[src/rtl/i2c_slave_ctrl_if.sv]
// i2c_slave_ctrl_if: config, PHY, RX consumer, TX requester and status signals of the slave controller
interface i2c_slave_ctrl_if;
  logic        cfg_addr_we;
  logic [6:0]  cfg_addr;
  logic [2:0]  cfg_irq_en;
  logic        cfg_clr;
  logic [6:0]  reg_addr;
  logic        phy_full;
  logic        phy_push;
  logic [31:0] phy_dout;
  logic        phy_empty;
  logic        phy_pop;
  logic [31:0] phy_din;
  logic        phy_wstop;
  logic        phy_rstop;
  logic        phy_rerr;
  logic        rx_valid;
  logic [31:0] rx_data;
  logic        rx_ready;
  logic [1:0]  tx_req;
  logic [31:0] tx_data0;
  logic [31:0] tx_data1;
  logic [1:0]  tx_gnt;
  logic [15:0] stat_wcnt;
  logic [15:0] stat_rcnt;
  logic [15:0] stat_ecnt;
  logic [2:0]  sticky;
  logic        irq;
  modport slave (
    input  cfg_addr_we, cfg_addr, cfg_irq_en, cfg_clr, phy_push, phy_dout, phy_pop,
           phy_wstop, phy_rstop, phy_rerr, rx_ready, tx_req, tx_data0, tx_data1,
    output reg_addr, phy_full, phy_empty, phy_din, rx_valid, rx_data, tx_gnt,
           stat_wcnt, stat_rcnt, stat_ecnt, sticky, irq
  );
  modport master (
    output cfg_addr_we, cfg_addr, cfg_irq_en, cfg_clr, phy_push, phy_dout, phy_pop,
           phy_wstop, phy_rstop, phy_rerr, rx_ready, tx_req, tx_data0, tx_data1,
    input  reg_addr, phy_full, phy_empty, phy_din, rx_valid, rx_data, tx_gnt,
           stat_wcnt, stat_rcnt, stat_ecnt, sticky, irq
  );
endinterface

[src/rtl/i2c_slave_ctrl.sv]
// i2c_slave_ctrl: address register, RX/TX word FIFOs, round-robin TX arbiter, stats and sticky irq for the I2C slave PHY
module i2c_slave_ctrl #(
  parameter int         RX_AW           = 4,
  parameter int         TX_AW           = 4,
  parameter int         RX_HEADROOM     = 2,
  parameter logic [6:0] DEF_ADDR        = 7'h3b,
  parameter bit         TX_FLUSH_ON_ERR = 1'b1
) (
  input logic            clk,
  input logic            rst_n,
  i2c_slave_ctrl_if.slave bus
);
  localparam int RXN = 2 ** RX_AW;
  localparam int TXN = 2 ** TX_AW;
  localparam logic [RX_AW:0] RX_D  = (RX_AW + 1)'(RXN);
  localparam logic [RX_AW:0] RX_HR = (RX_AW + 1)'(RX_HEADROOM);
  localparam logic [TX_AW:0] TX_D  = (TX_AW + 1)'(TXN);
  typedef enum logic {IDLE, GRANT} arb_e;
  logic [31:0]      rx_mem [RXN];
  logic [RX_AW-1:0] rx_wp, rx_rp;
  logic [RX_AW:0]   rx_cnt;
  logic             rx_pop, rx_full, rx_wr, ovf;
  logic [31:0]      tx_mem [TXN];
  logic [TX_AW-1:0] tx_wp, tx_rp;
  logic [TX_AW:0]   tx_cnt;
  logic             tx_full, tx_nempty, tx_pop, tx_wr, udf, flush;
  arb_e             arb_st;
  logic             ptr, pick;
  assign rx_pop        = bus.rx_valid & bus.rx_ready;
  assign rx_full       = rx_cnt == RX_D;
  assign rx_wr         = bus.phy_push & (~rx_full | rx_pop);
  assign ovf           = bus.phy_push & rx_full & ~rx_pop;
  assign bus.rx_valid  = rx_cnt != '0;
  assign bus.rx_data   = rx_mem[rx_rp];
  assign bus.phy_full  = (RX_D - rx_cnt) < RX_HR;
  always_ff @(posedge clk or negedge rst_n)
    if (!rst_n) begin
      rx_wp  <= '0;
      rx_rp  <= '0;
      rx_cnt <= '0;
    end else begin
      if (rx_wr) rx_wp <= rx_wp + 1'b1;
      if (rx_pop) rx_rp <= rx_rp + 1'b1;
      rx_cnt <= rx_cnt + (RX_AW + 1)'(rx_wr) - (RX_AW + 1)'(rx_pop);
    end
  always_ff @(posedge clk)
    if (rx_wr) rx_mem[rx_wp] <= bus.phy_dout;
  assign tx_full       = tx_cnt == TX_D;
  assign tx_nempty     = tx_cnt != '0;
  assign flush         = TX_FLUSH_ON_ERR & bus.phy_rerr;
  assign udf           = bus.phy_pop & ~tx_nempty;
  assign tx_pop        = bus.phy_pop & tx_nempty & ~flush;
  assign tx_wr         = arb_st == GRANT;
  assign bus.phy_empty = ~tx_nempty;
  assign bus.phy_din   = tx_nempty ? tx_mem[tx_rp] : '0;
  // Grant decision is made fresh every cycle; only the round-robin pointer is stored
  always_comb begin
    arb_st     = (|bus.tx_req && !tx_full && !bus.phy_rerr) ? GRANT : IDLE;
    pick       = &bus.tx_req ? ptr : bus.tx_req[1];
    bus.tx_gnt = arb_st == GRANT ? (pick ? 2'b10 : 2'b01) : 2'b00;
  end
  always_ff @(posedge clk or negedge rst_n)
    if (!rst_n) begin
      ptr    <= 1'b0;
      tx_wp  <= '0;
      tx_rp  <= '0;
      tx_cnt <= '0;
    end else begin
      if (arb_st == GRANT) ptr <= ~pick;
      if (flush) begin
        tx_wp  <= '0;
        tx_rp  <= '0;
        tx_cnt <= '0;
      end else begin
        if (tx_wr) tx_wp <= tx_wp + 1'b1;
        if (tx_pop) tx_rp <= tx_rp + 1'b1;
        tx_cnt <= tx_cnt + (TX_AW + 1)'(tx_wr) - (TX_AW + 1)'(tx_pop);
      end
    end
  always_ff @(posedge clk)
    if (tx_wr) tx_mem[tx_wp] <= pick ? bus.tx_data1 : bus.tx_data0;
  function automatic logic [15:0] sat_inc(input logic [15:0] c, input logic inc);
    return (inc && c != 16'hffff) ? c + 16'd1 : c;
  endfunction
  always_ff @(posedge clk or negedge rst_n)
    if (!rst_n) begin
      bus.reg_addr  <= DEF_ADDR;
      bus.stat_wcnt <= '0;
      bus.stat_rcnt <= '0;
      bus.stat_ecnt <= '0;
      bus.sticky    <= '0;
      bus.irq       <= 1'b0;
    end else begin
      if (bus.cfg_addr_we) bus.reg_addr <= bus.cfg_addr;
      bus.stat_wcnt <= bus.cfg_clr ? '0 : sat_inc(bus.stat_wcnt, bus.phy_wstop);
      bus.stat_rcnt <= bus.cfg_clr ? '0 : sat_inc(bus.stat_rcnt, bus.phy_rstop);
      bus.stat_ecnt <= bus.cfg_clr ? '0 : sat_inc(bus.stat_ecnt, bus.phy_rerr);
      bus.sticky    <= bus.cfg_clr ? '0 : bus.sticky | {udf, ovf, bus.phy_rerr};
      bus.irq       <= |(bus.sticky & bus.cfg_irq_en);
    end
endmodule

[src/flat_wrapper.sv]
// flat-port wrapper written by rule: the top's interface ports become plain ports
module i2c_slave_ctrl_flat 
#(
  parameter int         RX_AW           = 4,
  parameter int         TX_AW           = 4,
  parameter int         RX_HEADROOM     = 2,
  parameter logic [6:0] DEF_ADDR        = 7'h3b,
  parameter bit         TX_FLUSH_ON_ERR = 1'b1
)
  (clk, rst_n, bus_cfg_addr_we, bus_cfg_addr, bus_cfg_irq_en, bus_cfg_clr, bus_phy_push, bus_phy_dout, bus_phy_pop, bus_phy_wstop, bus_phy_rstop, bus_phy_rerr, bus_rx_ready, bus_tx_req, bus_tx_data0, bus_tx_data1, bus_reg_addr, bus_phy_full, bus_phy_empty, bus_phy_din, bus_rx_valid, bus_rx_data, bus_tx_gnt, bus_stat_wcnt, bus_stat_rcnt, bus_stat_ecnt, bus_sticky, bus_irq);
  i2c_slave_ctrl_if bus_i ();
  input logic clk;
  input logic rst_n;
  input wire logic [$bits(bus_i.cfg_addr_we)-1:0] bus_cfg_addr_we;
  input wire logic [$bits(bus_i.cfg_addr)-1:0] bus_cfg_addr;
  input wire logic [$bits(bus_i.cfg_irq_en)-1:0] bus_cfg_irq_en;
  input wire logic [$bits(bus_i.cfg_clr)-1:0] bus_cfg_clr;
  input wire logic [$bits(bus_i.phy_push)-1:0] bus_phy_push;
  input wire logic [$bits(bus_i.phy_dout)-1:0] bus_phy_dout;
  input wire logic [$bits(bus_i.phy_pop)-1:0] bus_phy_pop;
  input wire logic [$bits(bus_i.phy_wstop)-1:0] bus_phy_wstop;
  input wire logic [$bits(bus_i.phy_rstop)-1:0] bus_phy_rstop;
  input wire logic [$bits(bus_i.phy_rerr)-1:0] bus_phy_rerr;
  input wire logic [$bits(bus_i.rx_ready)-1:0] bus_rx_ready;
  input wire logic [$bits(bus_i.tx_req)-1:0] bus_tx_req;
  input wire logic [$bits(bus_i.tx_data0)-1:0] bus_tx_data0;
  input wire logic [$bits(bus_i.tx_data1)-1:0] bus_tx_data1;
  output wire logic [$bits(bus_i.reg_addr)-1:0] bus_reg_addr;
  output wire logic [$bits(bus_i.phy_full)-1:0] bus_phy_full;
  output wire logic [$bits(bus_i.phy_empty)-1:0] bus_phy_empty;
  output wire logic [$bits(bus_i.phy_din)-1:0] bus_phy_din;
  output wire logic [$bits(bus_i.rx_valid)-1:0] bus_rx_valid;
  output wire logic [$bits(bus_i.rx_data)-1:0] bus_rx_data;
  output wire logic [$bits(bus_i.tx_gnt)-1:0] bus_tx_gnt;
  output wire logic [$bits(bus_i.stat_wcnt)-1:0] bus_stat_wcnt;
  output wire logic [$bits(bus_i.stat_rcnt)-1:0] bus_stat_rcnt;
  output wire logic [$bits(bus_i.stat_ecnt)-1:0] bus_stat_ecnt;
  output wire logic [$bits(bus_i.sticky)-1:0] bus_sticky;
  output wire logic [$bits(bus_i.irq)-1:0] bus_irq;
  assign bus_i.cfg_addr_we = bus_cfg_addr_we;
  assign bus_i.cfg_addr = bus_cfg_addr;
  assign bus_i.cfg_irq_en = bus_cfg_irq_en;
  assign bus_i.cfg_clr = bus_cfg_clr;
  assign bus_i.phy_push = bus_phy_push;
  assign bus_i.phy_dout = bus_phy_dout;
  assign bus_i.phy_pop = bus_phy_pop;
  assign bus_i.phy_wstop = bus_phy_wstop;
  assign bus_i.phy_rstop = bus_phy_rstop;
  assign bus_i.phy_rerr = bus_phy_rerr;
  assign bus_i.rx_ready = bus_rx_ready;
  assign bus_i.tx_req = bus_tx_req;
  assign bus_i.tx_data0 = bus_tx_data0;
  assign bus_i.tx_data1 = bus_tx_data1;
  assign bus_reg_addr = bus_i.reg_addr;
  assign bus_phy_full = bus_i.phy_full;
  assign bus_phy_empty = bus_i.phy_empty;
  assign bus_phy_din = bus_i.phy_din;
  assign bus_rx_valid = bus_i.rx_valid;
  assign bus_rx_data = bus_i.rx_data;
  assign bus_tx_gnt = bus_i.tx_gnt;
  assign bus_stat_wcnt = bus_i.stat_wcnt;
  assign bus_stat_rcnt = bus_i.stat_rcnt;
  assign bus_stat_ecnt = bus_i.stat_ecnt;
  assign bus_sticky = bus_i.sticky;
  assign bus_irq = bus_i.irq;
  i2c_slave_ctrl #(.RX_AW(RX_AW), .TX_AW(TX_AW), .RX_HEADROOM(RX_HEADROOM), .DEF_ADDR(DEF_ADDR), .TX_FLUSH_ON_ERR(TX_FLUSH_ON_ERR)) u_core (.clk(clk), .rst_n(rst_n), .bus(bus_i));
endmodule
[config.mk]
export PLATFORM = sky130hd
export DESIGN_NAME = i2c_slave_ctrl_flat
export DESIGN_NICKNAME = d
export VERILOG_FILES = /design/src/rtl/i2c_slave_ctrl_if.sv /design/src/rtl/i2c_slave_ctrl.sv /design/src/flat_wrapper.sv
export SDC_FILE = /design/constraint.sdc
export NUM_CORES = 1
export LEC_CHECK = 0
export BUFFER_PORTS_ARGS = -buffer_cell sky130_fd_sc_hd__buf_2
export CAP_MARGIN = 20
export CORE_MARGIN = 3
export CORE_UTILIZATION = 45
export CTS_CLUSTER_DIAMETER = 200
export CTS_CLUSTER_SIZE = 12
export DETAILED_ROUTE_END_ITERATION = 6
export PLACE_DENSITY_LB_ADDON = 0.15
export SLEW_MARGIN = 20
export SYNTH_ARGS = -nofsm -noshare
export SYNTH_HDL_FRONTEND = slang
export SYNTH_SLANG_ARGS = --single-unit
[constraint.sdc]
create_clock -name clk -period 6.4 [get_ports clk]
set_input_delay 0.32 -clock clk [delete_from_list [all_inputs] [get_ports clk]]
set_output_delay 0.32 -clock clk [all_outputs]
set_load 0.05 [all_outputs]
; ---- Word-level counts from Yosys, hierarchy flattened
; Memory sizes are Yosys's and may differ from the RTL's.
; Index checks and enable logic that the tools add are counted.
[totals]
register_bits = 86
ram_bits = 1024
in_bits = 118
out_inout_bits = 128
word_cells = 87
memories = 2
[mem_list]
columns = name, depth, width, rd, rd_clocked_by_memory_dff, write_ports, line_no
row1 = u_core.rx_mem, 16, 32, 1, 0, 1, i2c_slave_ctrl.sv:19  ; logic [31:0] rx_mem [RXN];
row2 = u_core.tx_mem, 16, 32, 1, 0, 1, i2c_slave_ctrl.sv:23  ; logic [31:0] tx_mem [TXN];
[op_classes]
addsub = 12
magnitude_cmp = 1
eq_ne = 5
muxes = 22
bitwise = 15
n_reduce_logical = 17
[ops]
columns = operator, n
row1 = 16-bit 2-to-1 mux, 6
row2 = 32-bit 2-to-1 mux, 2
row3 = "16-bit by 1-bit adder with 16-bit output, second input constant", 3
row4 = "16-bit != test, second input constant", 3
row5 = "4-bit by 1-bit adder with 4-bit output, second input constant", 4
row6 = 4-bit 2-to-1 mux, 4
row7 = 5-bit by 1-bit adder with 5-bit output, 2
row8 = "5-bit equality test, second input constant", 2
row9 = 2-bit nonzero test, 5
row10 = 5-bit nonzero test, 2
row11 = 5-bit by 1-bit subtractor with 5-bit output, 2
row12 = 1-bit AND, 7
row13 = 1-bit 2-to-1 mux, 6
row14 = 1-bit logical AND, 5
row15 = "5-bit by 2-bit < comparator with 1-bit output, second input constant", 1
row16 = 5-bit 2-to-1 mux, 1
row17 = 1-bit NOT, 5
row18 = "5-bit subtractor, first input constant", 1
row19 = 2-bit 2-to-1 mux, 2
row20 = 3-bit AND, 1
row21 = 3-bit 2-to-1 mux, 1
row22 = 3-bit bitwise OR, 1
row23 = 3-bit OR reduction, 1
row24 = 1-bit zero test, 2
row25 = other kinds (3), 3

; ---- Logic depth before layout (Yosys ltp)
[depth]
depth_word = 8
ltp_mapped = 15
ltp_nobuf = 14

; ---- Worst setup path before layout
; Ideal clock, no wire load.
[synth_timing]
path_kind = reg-to-reg
start = register u_core.tx_cnt[2]
end = memory u_core.tx_mem[3][0] (enable)
setup_time_ns = 0.502
arrival_ns = 4.387
required_ns = 5.898
setup_slack_ns = 1.512
path_stages_with_launch = 7
n_path_buf = 1
synth_period_minus_slack_ns = 4.888
path_cell_list = dfrtp_1 > inv_1 > ha_1 > and4bb_2 > or3_1 > clkbuf_1 > nor4_1
[synth_via]
elab_chain_cells = 7
[synth_lines]
columns = element, line_no
row1 = "start, declared", i2c_slave_ctrl.sv:25  ; logic [TX_AW:0] tx_cnt;
row2 = "start signal, assigned", i2c_slave_ctrl.sv:77  ; tx_cnt <= tx_cnt + (TX_AW + 1)'(tx_wr) - (TX_AW + 1)'(tx_pop);
row3 = 5-bit equality test, i2c_slave_ctrl.sv:48  ; assign tx_full = tx_cnt == TX_D;
row4 = 1-bit zero test, i2c_slave_ctrl.sv:58  ; arb_st = (|bus.tx_req && !tx_full && !bus.phy_rerr) ? GRANT : IDLE;
row5 = 1-bit logical AND (2 in series), i2c_slave_ctrl.sv:58
row6 = 1-bit 2-to-1 mux, i2c_slave_ctrl.sv:58
row7 = 1-bit 2-to-1 mux (2 in series), i2c_slave_ctrl.sv:81  ; if (tx_wr) tx_mem[tx_wp] <= pick ? bus.tx_data1 : bus.tx_data0;
row8 = "end, declared", i2c_slave_ctrl.sv:23
; No other way between the ends.

; ---- Final worst setup path
[layout_timing]
start = register u_core.rx_rp[1]
end = output bus_rx_data[23]
[layout_via]
elab_chain_cells = 1
[layout_lines]
columns = element, line_no
row1 = "start, declared", i2c_slave_ctrl.sv:20  ; logic [RX_AW-1:0] rx_wp, rx_rp;
row2 = "start signal, assigned", i2c_slave_ctrl.sv:43  ; if (rx_pop) rx_rp <= rx_rp + 1'b1;
row3 = memory read 16 x 32 bit, -
row4 = "end, declared", flat_wrapper.sv:33  ; output wire logic [$bits(bus_i.rx_data)-1:0] bus_rx_data;
; No other way between the ends.

==> results.ini <==
[cts]
tritoncts = built
cts_repair_resize_count = 0
clkLatencyLatePin_ns = 0.68
cts_made_buffers = 102
ctsRootBufferMaster = clkbuf_16
path_clk_slew_ns = 0.06
clock_sinks = 1110
ctsHtreeMaxLevel = 3
cts_hold_buffers = 17
post-cts-setup-buffers = 0
cts_max_path_bufs = 3

[outcome]
status = completed

[timing]
finalSetupTns_ns = 0
worstMarginPinSlew_ns = 1.06
finalCritPeriodShare_pct = 62.6
max_freq_ghz = 0.250
grt_setup_unrepaired = no
timing.final.max_slew_violations = 0
finalClockSkew_ns = 0.0312
finalSetupViolations = 0
relative_slew_slack_pct = 29.5
period_needed_ns = 4.00
hold_viol = 0

[critical_path]
cp_cell_sequence = and2_2 -> buf_4 -> a221oi_1 -> o21ai_0 -> nand2_1 -> buf_2
worst_setup_path_startpoint = u_core.rx_rp[1]
reg2reg_setup_slack_ns = 2.93
cp.arrival_ns = 3.68
reg2regPathDepth = 8
r2r-start = u_core.tx_cnt[3]
cpMaxStageDelayCell = a221oi_1
timing.setup.critical_path_class = flop to primary output
cp-start-kind = flop
cp-end-kind = primary output
crit_fanout = 43
critical_path.max_stage_delay_ns = 0.80
worst_r2r_endpoint = u_core.tx_mem[6][15]
cp.required_ns = 6.08
cp-endpoint = bus_rx_data[23]

[detailed_routing]
drc_errors = 0
post_drt_wl_per_cell_um = 26.1
first_pass_iters = 6
vias = 22500
wl_um = 101000
vias_per_cell = 5.79
first_iter_violations = 2114
postRouteAntennaNets = 0

[yosys]
synthesis.area_per_instance_um2 = 19.5
synth_seq_cells = 1110
synth_cells = 2260
synthDistinctLibCells = 66
synth_ff_type = edfxtp_1
seq_area_frac_synth_pct = 74.7
yosys_warnings = 0
synthesis.area_um2 = 44100
synth_edf_count = 1024
postSynth.asyncResetShare_pct = 7.75
synth.net_count = 2409

[global_route]
number_of_antenna_violations_at_the_first_check_in_global_routing = 1
first_global_vias = 23200
grt_pass1_wl_um = 153000
largest_net_degree_at_the_start_of_global_routing = 92
global_route.overflow_total = 0
total_routing_resource_utilization_after_global_routing_pct = 20.0

[pwr]
pwr-share-seq_pct = 42.4
power_per_cell_area_nw_per_um2 = 419
power_frac_clock_pct = 25.8
power.combinational.fraction_pct = 31.8
vdd.ir_drop.worst_v = 0.000374
p_switching_w = 0.00722
power.internal_w = 0.0138
total_leakage_power_nw = 16.6
switching_share_pct = 34.4

[placement]
hpwlAfterDp_um = 59200
place.gp.congestion = 0.830
portBuffers = 245

[finish]
most-common-layout-cells = 1024 x edfxtp_1, 244 x buf_2, 198 x mux2i_1
syn_to_final_growth_pct = 13.8
multiInputGateArea_um2 = 10700
n_antenna_cell = 0
final.fill_count = 7712
drive_gt1_share_pct = 26.7
layout.core_utilization_pct = 51.8
register_area_um2 = 32900
fin_nets = 2705
mostFrequentLayoutCell = edfxtp_1

[floorplan]
die_area_um2 = 102000
die_x_um = 319
core_um2 = 96900
die_y_um = 319
initial_core_util_pct = 45.5
num_io_pins = 246
fp-row-count = 114

[flow_run]
max_cap_violations = 0

[hold_path]
min-delay-path-class = input port to flop
hp-start = bus_phy_dout[15]

==> how the worst min path moves through the flow <==
stage                              to  cells after the start
2_1_floorplan          u_core.bus.irq                      0
3_3_place_gp   u_core.bus.reg_addr[6]                      1
3_5_place_dp   u_core.bus.reg_addr[6]                      1
4_1_cts         u_core.rx_mem[10][27]                      1
5_1_grt         u_core.rx_mem[11][27]                      1
6_report         u_core.rx_mem[5][15]                      1
==> registers in the layout, indices dropped and copies added (netlist names) <==
name and flops:
u_core.bus.irq 1, u_core.bus.reg_addr 7, u_core.bus.stat_ecnt 16, u_core.bus.stat_rcnt 16, u_core.bus.stat_wcnt 16, u_core.bus.sticky 3, u_core.ptr 1, u_core.rx_cnt 5
u_core.rx_mem 512, u_core.rx_rp 4, u_core.rx_wp 4, u_core.tx_cnt 5, u_core.tx_mem 512, u_core.tx_rp 4, u_core.tx_wp 4
==> layout make-up <==
| cell class | count | share of cell area, % |
|---|---|---|
| Multi-Input combinational cell | 994 | 21.4 |
| Clock inverter | 5 | 0.102 |
| Timing Repair Buffer | 309 | 3.85 |
| Inverter | 39 | 0.292 |
| Clock buffer | 145 | 5.50 |
| Tap cell | 1276 | 3.18 |
| Sequential cell | 1110 | 65.7 |
==> cells in the mapped netlist, types with 5 or more instances <==
library cell  number  share of area [%]
edfxtp_1        1024                 70
mux2i_1          198                4.5
mux4_2           192                9.8
dfrtp_1           81                4.6
a221oi_1          64                1.3
nand2_1           64               0.55
nor2_1            58               0.49
o21ai_0           49               0.56
clkbuf_1          47               0.40
buf_2             44               0.50
mux2_2            44                1.1
inv_1             39               0.33
a21oi_1           36               0.41
a22oi_1           32               0.55
o22ai_1           32               0.45
ha_1              29               0.82
nand3_1           23               0.26
buf_1             16               0.14
xnor2_1           14               0.28
nand4_1           12               0.17
nor3_1            12               0.14
o31ai_1           12               0.20
or3_1             12               0.17
or4_1             12               0.20
nor4_1            11               0.16
nor2b_1           10               0.14
and2_1             9               0.13
buf_4              8               0.14
xor2_1             7               0.14
and3_1             6              0.085
dfstp_2            5               0.30
nand2b_1           5              0.071
==> layer usage <==
| layer | global-route usage, % | share of wire, % |
|---|---|---|
| met1 | 28.1 | 44 |
| met2 | 33.2 | 50 |
| met3 | 2.68 | 4.3 |
| met4 | 5.08 | 2.1 |
| met5 | 0 | 0.013 |
==> power by group through the flow <==
| stage | clock [W] | combinational (W) | sequential, W |
|---|---|---|---|
| finish | 0.00543 | 0.00667 | 0.00890 |
| CTS | 0.00558 | 0.00677 | 0.00891 |
| global route | 0.00587 | 0.00712 | 0.00896 |
| detailed placement | 0 | 0.00674 | 0.00906 |
| floorplan | 0 | 0.00489 | 0.00887 |
| global placement | 0 | 0.00665 | 0.00904 |
==> cell families (layout without fill, tap and decap cells) <==
group	count (synthesis)	in the layout	share of synthesized area, %
adders and majority gates	31	31	0.914
muxes	434	434	15.4
and+or+nand+nor	256	256	3.09
xor gates and xnor gates	21	21	0.417
buffers and inverters	156	498	1.54
DFF	1110	1110	74.7
AOI/OAI and AO/OA	252	252	3.95
==> through the flow <==
stage	power [W]	worst slack, ns	cells	area (um2)	hold slack [ns]
2_1_floorplan	0.0138	1.51	2260	44100	0.0244
3_3_place_gp	0.0157	2.97	3701	46900	0.243
3_5_place_dp	0.0158	2.91	3707	47100	0.250
4_1_cts	0.0213	2.22	3874	50100	0.000429
5_1_grt	0.0219	2.07	3878	50100	0.0278
6_report	0.0210	2.40	3878	50100	0.0450
==> critical path, delay by kind of cell (launching register included) <==
kind	cells	cell delay, ns
flops	1	0.67
compound gates	2	1.01
simple gates	2	0.61
buf+inv	2	0.65
No activity file was read; power rests on OpenSTA's default activity.
